$ cat src/rtl/fir_mac_sequencer.sv
`default_nettype none
// ============================================================================
// Module   : fir_mac_sequencer
// Purpose  : Time-multiplexed FIR controller. Holds the sample delay line and
//            coefficient file, issues one tap per cycle to an external
//            registered multiplier, seeds/feeds back an external registered
//            accumulating adder, and presents the finished sum behind a
//            valid/ready handshake.
// Ports    : clk, rst (sync, active-low)
//            in_data/in_valid/in_ready       - sample input handshake
//            cfg_we/cfg_addr/cfg_data        - coefficient write port
//            mult_a/mult_b                   - multiplier operands
//            add_acc_in/add_acc_out          - accumulator feedback loop
//            out_data/out_valid/out_ready    - result output handshake
// Revision : 1.0 - initial release
// ============================================================================
module fir_mac_sequencer #(
    parameter int TAPS = 8,
    parameter int W    = 16
) (
    input  logic                    clk,
    input  logic                    rst,
    input  logic [W-1:0]            in_data,
    input  logic                    in_valid,
    output logic                    in_ready,
    input  logic                    cfg_we,
    input  logic [$clog2(TAPS)-1:0] cfg_addr,
    input  logic [W-1:0]            cfg_data,
    output logic [W-1:0]            mult_a,
    output logic [W-1:0]            mult_b,
    output logic [W-1:0]            add_acc_in,
    input  logic [W-1:0]            add_acc_out,
    output logic [W-1:0]            out_data,
    output logic                    out_valid,
    input  logic                    out_ready
);

    localparam int              c_AW   = $clog2(TAPS);
    localparam logic [c_AW-1:0] c_ONE  = c_AW'(1);
    localparam logic [c_AW-1:0] c_LAST = c_AW'(TAPS - 1);

    typedef enum logic [1:0] {
        S_IDLE  = 2'd0,
        S_MAC   = 2'd1,
        S_DRAIN = 2'd2,
        S_DONE  = 2'd3
    } state_t;

    state_t          r_state;
    state_t          w_state_nxt;

    logic [W-1:0]    r_buf  [TAPS];
    logic [W-1:0]    r_coef [TAPS];
    logic [c_AW-1:0] r_wp;
    logic [c_AW-1:0] r_k;
    logic            r_drain_2nd;
    logic [W-1:0]    r_mult_a;
    logic [W-1:0]    r_mult_b;
    logic            r_acc_pass;
    logic [W-1:0]    r_out_data;
    logic            r_out_valid;
    logic            r_in_ready;

    logic            w_accept;
    logic            w_cfg_wr;
    logic            w_capture;
    logic [W-1:0]    w_mult_a_nxt;
    logic [W-1:0]    w_mult_b_nxt;
    logic [c_AW-1:0] w_k_inc;
    logic [c_AW-1:0] w_rd_idx;

    // The operand registers are loaded one cycle ahead of the tap they carry,
    // so during MAC cycle k we fetch the operands of tap k+1. With wp already
    // advanced past the newest sample, tap k+1 lives at wp-2-k (mod TAPS);
    // the c_AW-bit arithmetic provides the modulo for free.
    assign w_k_inc  = r_k + c_ONE;
    assign w_rd_idx = r_wp - r_k - c_ONE - c_ONE;

    // ------------------------------------------------------------------
    // State register
    // ------------------------------------------------------------------
    always_ff @(posedge clk) begin
        if (!rst) begin
            r_state <= S_IDLE;
        end else begin
            r_state <= w_state_nxt;
        end
    end

    // ------------------------------------------------------------------
    // Next-state and control decode
    // ------------------------------------------------------------------
    always_comb begin
        w_state_nxt  = r_state;
        w_accept     = 1'b0;
        w_cfg_wr     = 1'b0;
        w_capture    = 1'b0;
        w_mult_a_nxt = '0;
        w_mult_b_nxt = '0;
        case (r_state)
            S_IDLE: begin
                w_cfg_wr = cfg_we;
                if (in_valid) begin
                    w_accept     = 1'b1;
                    w_state_nxt  = S_MAC;
                    // Tap 0 is the sample arriving now; a same-cycle write to
                    // coef[0] is forwarded so this sample already uses it.
                    w_mult_a_nxt = in_data;
                    w_mult_b_nxt = (cfg_we && (cfg_addr == '0)) ? cfg_data : r_coef[0];
                end
            end
            S_MAC: begin
                if (r_k == c_LAST) begin
                    w_state_nxt = S_DRAIN;
                end else begin
                    w_mult_a_nxt = r_buf[w_rd_idx];
                    w_mult_b_nxt = r_coef[w_k_inc];
                end
            end
            S_DRAIN: begin
                // Two cycles cover the multiplier and adder latencies of the
                // final tap; the sum is on add_acc_out in the second one.
                if (r_drain_2nd) begin
                    w_capture   = 1'b1;
                    w_state_nxt = S_DONE;
                end
            end
            S_DONE: begin
                if (out_ready) begin
                    w_state_nxt = S_IDLE;
                end
            end
            default: begin
                w_state_nxt = S_IDLE;
            end
        endcase
    end

    // ------------------------------------------------------------------
    // Datapath and registered outputs
    // ------------------------------------------------------------------
    always_ff @(posedge clk) begin
        if (!rst) begin
            for (int i = 0; i < TAPS; i++) begin
                r_buf[i]  <= '0;
                r_coef[i] <= '0;
            end
            r_wp        <= '0;
            r_k         <= '0;
            r_drain_2nd <= 1'b0;
            r_mult_a    <= '0;
            r_mult_b    <= '0;
            r_acc_pass  <= 1'b0;
            r_out_data  <= '0;
            r_out_valid <= 1'b0;
            r_in_ready  <= 1'b1;
        end else begin
            // cfg_addr spans exactly TAPS entries, so every index is in range.
            if (w_cfg_wr) begin
                r_coef[cfg_addr] <= cfg_data;
            end

            if (w_accept) begin
                r_buf[r_wp] <= in_data;
                r_wp        <= r_wp + c_ONE;
                r_k         <= '0;
            end else if (r_state == S_MAC) begin
                r_k <= w_k_inc;
            end

            if (r_state == S_DRAIN) begin
                r_drain_2nd <= !r_drain_2nd;
            end

            if (w_capture) begin
                r_out_data <= add_acc_out;
            end

            r_mult_a    <= w_mult_a_nxt;
            r_mult_b    <= w_mult_b_nxt;
            // The tap-0 product reaches the adder in MAC cycle k=1; the
            // accumulator is seeded with zero there and fed back otherwise.
            r_acc_pass  <= !((r_state == S_MAC) && (r_k == '0));
            r_in_ready  <= (w_state_nxt == S_IDLE);
            r_out_valid <= (w_state_nxt == S_DONE);
        end
    end

    assign in_ready   = r_in_ready;
    assign out_valid  = r_out_valid;
    assign out_data   = r_out_data;
    assign mult_a     = r_mult_a;
    assign mult_b     = r_mult_b;
    assign add_acc_in = r_acc_pass ? add_acc_out : '0;

endmodule
`default_nettype wire

$ cat config.mk
export PLATFORM = sky130hd
export DESIGN_NAME = fir_mac_sequencer
export DESIGN_NICKNAME = d
export VERILOG_FILES = /design/src/rtl/fir_mac_sequencer.sv
export SDC_FILE = /design/constraint.sdc
export NUM_CORES = 1
export LEC_CHECK = 0
export ABC_AREA = 1
export CORE_MARGIN = 3
export CORE_UTILIZATION = 29
export CTS_CLUSTER_DIAMETER = 150
export DETAILED_ROUTE_END_ITERATION = 12
export PLACE_DENSITY_LB_ADDON = 0.1
export SETUP_SLACK_MARGIN = 0.15
export SYNTH_ARGS = -nofsm -noshare
export SYNTH_HDL_FRONTEND = slang
export SYNTH_SLANG_ARGS = --single-unit
$ cat constraint.sdc
create_clock -name clk -period 2.5 [get_ports clk]
set_input_delay 0.25 -clock clk [delete_from_list [all_inputs] [get_ports clk]]
set_output_delay 0.25 -clock clk [all_outputs]
set_load 0.05 [all_outputs]
# == Word-level counts from Yosys, hierarchy flattened ==
# Memory sizes are Yosys's and may differ from the RTL's.
# Index checks and enable logic that the tools add are counted.
# totals
regBits,60
ram_bits,256
n_memories,2
# classes
n_addsub,5
eq_ne,5
mux,31
bitwise,1
reduce_logical,11
# mem_list
name,depth,width,read_ports,rd_clocked_by_memory_dff,write_ports,line,text
r_buf,8,16,1,0,8,52,logic [W-1:0] r_buf [TAPS];
r_coef,8,16,2,0,8,53,logic [W-1:0] r_coef [TAPS];
# op_table
operator,n
two-way mux 16 bit,8
case mux 16 bit (2 select lines),2
OR reduction 16 bit,2
two-way mux 1 bit,14
two-way mux 2 bit,4
case mux 2 bit (4 select lines),1
"adder 3 x 1 -> 3 bit, second input constant",2
"equality test 2 bit, second input constant",3
zero test 3 bit,2
two-way mux 3 bit,2
"subtractor 3 x 1 -> 3 bit, second input constant",2
zero test 2 bit,2
"equality test 3 bit, second input constant",1
subtractor 3 bit,1
"equality test 2 x 1 -> 1 bit, second input constant",1
logical AND 1 bit,2
zero test 1 bit,2
OR reduction 2 bit,1
inverter 1 bit,1

# == Logic depth before layout (Yosys ltp) ==
# depth
word_depth,7
depth_mapped,13
depth_no_buf,12

# == Least setup slack after synthesis ==
# Ideal clock, no wire load.
# synth_path
path_type,register to register
from,register r_k[0]
to,register r_mult_b[0] (netlist: mult_b[0])
setup_ps,132
t_arrival_ps,1904
slack_ps,464
path_stages_with_launch,13
path_buffers,4
period_less_slack_ps,2036
cell_sequence,dfxtp_1 inv_1 buf_2 buf_2 ha_1 buf_2 inv_1 clkbuf_1 nand3_1 nand2_1 nand2_1 nand3_1 a21oi_1
# synth_between
elab_chain_len,4
word_cells_on_any_way,5
# synth_lines
item,line,text
from (decl),55,logic [c_AW-1:0] r_k;
from (signal assigned),168,r_k <= w_k_inc;
adder 3 x 1 -> 3 bit,76,assign w_k_inc = r_k + c_ONE;
via w_k_inc[0],69,logic [c_AW-1:0] w_k_inc;
memory read (8 x 16 bit),-,
two-way mux 16 bit,113,if (r_k == c_LAST) begin
case mux 16 bit (2 select lines),100,case (r_state)
to (signal assigned),180,r_mult_b <= w_mult_b_nxt;
to (decl),58,logic [W-1:0] r_mult_b;
# The timed path passes the listed nets, and every way through them passes these cells.
# A chain may end at the register's enable or synchronous reset.

# == Worst setup path in the final report ==
# layout_path
from,register r_acc_pass
to,output add_acc_in[7]
# layout_between
elab_chain_len,1
# layout_lines
item,line,text
from (decl),59,logic r_acc_pass;
from (signal assigned),183,r_acc_pass <= !((r_state == S_MAC) && (r_k == '0));
two-way mux 16 bit,194,assign add_acc_in = r_acc_pass ? add_acc_out : '0;
to (decl),31,"output logic [W-1:0] add_acc_in,"
# Every way passes these cells.

==> impl_metrics.json <==
{
  "die_y_um": 227,
  "dieArea_sq_um": 51300,
  "cts_sinks": 316,
  "dp.cells": 2245,
  "antenna_cells": 0,
  "ys_ff_latch": 316,
  "worstSetupStartpointType": "flop",
  "cts-hold-fix-buffers": 0,
  "critPathMaxFanout": 16,
  "worstPathArrival_ns": 2.00,
  "coreArea_sq_um": 47900,
  "yosysSeqAreaShare_pct": 63.0,
  "required_ns": 2.25,
  "fmax_mhz": 444,
  "hpwl_um": 25800,
  "io_pins": 122,
  "status": "completed",
  "synth_nets": 1598,
  "setup_viol_count_final": 0,
  "place.gp.congestion": 0.738,
  "hold_violations": 0,
  "drive_above_1_share_pct": 8.34,
  "post_cts.repair.setup_buffers": 0,
  "grt-busiest-layer": "met2",
  "final_antenna_net_count": 0,
  "crit_path_top_delay_cell": "clkdlybuf4s50_1",
  "netlist_area_sq_um": 14100,
  "syn2layout_area_growth_pct": 23.9,
  "vdd_drop_max_uv": 345,
  "via_count": 10700,
  "crit_chain": "nand2_1 > inv_1 > clkdlybuf4s50_1",
  "synthCells": 1535,
  "overflow": 0,
  "gr-usage-met2_pct": 28.7,
  "grt_util_met1_pct": 21.9,
  "maxSlewViolCount": 0,
  "start_util_pct": 29.4,
  "fin_nets": 1735,
  "hp-class": "input port to flop",
  "port_buffers": 121,
  "yosysUniqueCellTypes": 27,
  "antenna_found_initial": 0,
  "skew_ns": 0.0181,
  "grt_usage_pct": 16.8,
  "max-cap-violations": 0,
  "cp-end-kind": "output pin",
  "grt_pass1_wl_um": 65600,
  "cellPowerDensity_nw_per_um2": 771,
  "vias_per_cell": 4.63,
  "layout_min_cycle_time_ns": 2.25,
  "cts_root_buf": "clkbuf_16",
  "yosysTopAreaCell": "edfxtp_1",
  "num_rows": 80,
  "drc": 0,
  "synth_edf_count": 256,
  "routed_wl_um": 43000,
  "clock_path_buffers": 3,
  "insertion_delay_ns": 0.56,
  "yosysWarnings": 0,
  "clk_pin_slew_ns": 0.06,
  "cts_buffers": 39,
  "worst_slew_pin_slew_ns": 0.789,
  "leakage_nw": 7.27,
  "async_flop_share_pct": 0,
  "maxSlewHeadroom_pct": 47.4,
  "gr-usage-met3_pct": 2.52,
  "grt_max_degree": 66,
  "synthFlopType": "edfxtp_1",
  "finalSetupTns_ns": 0,
  "yosysMostFrequentCell": "nand2_1",
  "synthTopCellsByArea": "edfxtp_1 54%, nand2_1 13%, dfxtp_1 8.5%",
  "dr.pass1.iters": 5,
  "avgSynthCellArea_sq_um": 9.19,
  "synth_top_area_share_pct": 54.5,
  "die_w_um": 227,
  "drt_first_iter_violations": 624,
  "fin_crit_sh_pct": 90.0,
  "grt_pass1_vias": 10700,
  "htree_num_levels": 2,
  "wl_per_cell_um": 18.5,
  "cts_tree": "built",
  "synth_common_cells": "472 x nand2_1, 271 x nor2_1, 256 x edfxtp_1",
  "crit_path_max_incr_delay_ns": 0.79,
  "worstSetupPathType": "flop to output pin",
  "instances_no_fill": 2317,
  "grt_setup_unrepaired": "false"
}
## power breakdown
part           switching, mW  internal, mW  total, mW
combinational           1.29         0.583       1.87
sequential            0.0805          5.92       6.00
clock                   2.20          3.40       5.60
## cell type report
type                    count  area (sq um)
fillers                  4848         30500
well taps                 615           769
repair buffers            178          1780
multi-input cells        1047          4450
clock inverters            12           128
clock buffers              59          1120
inverters                  90           338
flip-flops and latches    316          8890
## cell families after synthesis
logic type | after synthesis | share of synthesized area, %
flip-flops | 316 | 63.0
XOR/XNOR | 2 | 0.177
AND/OR/NAND/NOR | 945 | 27.3
AO/OA/AOI/OAI | 93 | 3.34
buffers and inverters | 172 | 5.57
adder cells (fa/ha/maj) | 7 | 0.621
## registers in the layout, summed over array words and instances, names as in the netlist
name         count
r_coef         128
r_k              3
mult_b          16
out_valid        1
r_buf          128
out_data        16
mult_a          16
in_ready         1
r_wp             3
r_drain_2nd      1
r_state          2
r_acc_pass       1
## final timing paths
check                                      to  cells past startpoint            start  slack, ns
worst min register to register    out_data[6]                      2      out_data[6]       0.46
worst max-delay path            add_acc_in[7]                      3       r_acc_pass       0.25
worst min-delay path             out_data[10]                      3  add_acc_out[10]       0.27
worst max register to register     mult_a[11]                     10          r_wp[1]       0.32
## critical path, delay by kind of cell (launching register included)
kind | cells | cell delay, ns
buffers and inverters | 2 | 0.85
AND/OR/NAND/NOR | 1 | 0.09
flip-flops | 1 | 0.51
## metal layers
metal	up-vias	share of wire (%)	routed length, um
li1	5303	-	-
met1	5155	45	19300
met2	205	49	21000
met3	62	4.0	1730
met4	0	2.4	1020
met5	-	0	0
## timing repair
action	4_1_cts	5_1_grt
cloned	0	1
resized for setup	1	15
endpoints found under the setup margin	16	22
## through the flow
| stage | power (mW) | util [%] | setup slack (ns) | hold slack, ns | instance area [sq um] |
|---|---|---|---|---|---|
| 3_5_place_dp | 7.99 | 33.7 | 0.248 | 0.456 | 16200 |
| 4_1_cts | 13.7 | 36.3 | 0.161 | 0.243 | 17400 |
| 6_report | 13.5 | 36.5 | 0.249 | 0.275 | 17500 |
| 2_1_floorplan | 7.24 | - | 0.464 | 0.393 | 14100 |
| 5_1_grt | 14.1 | 36.5 | 0.156 | 0.273 | 17500 |
| 3_3_place_gp | 7.99 | 33.7 | 0.251 | 0.453 | 16200 |
## layout by cell type (no fill, tap or decap), drive strengths merged
master / n
ha: 7
a21oi: 71
a211oi: 1
o21ai: 19
nor2: 275
clkbuf: 60
dlymetal6s2s: 13
clkinv: 11
clkdlybuf4s50: 108
a31oi: 1
buf: 56
bufinv: 3
edfxtp: 256
nand3: 178
xnor2: 2
o21bai: 1
inv: 88
nand2: 492
dfxtp: 60
Power figures use the tool's default switching activity.
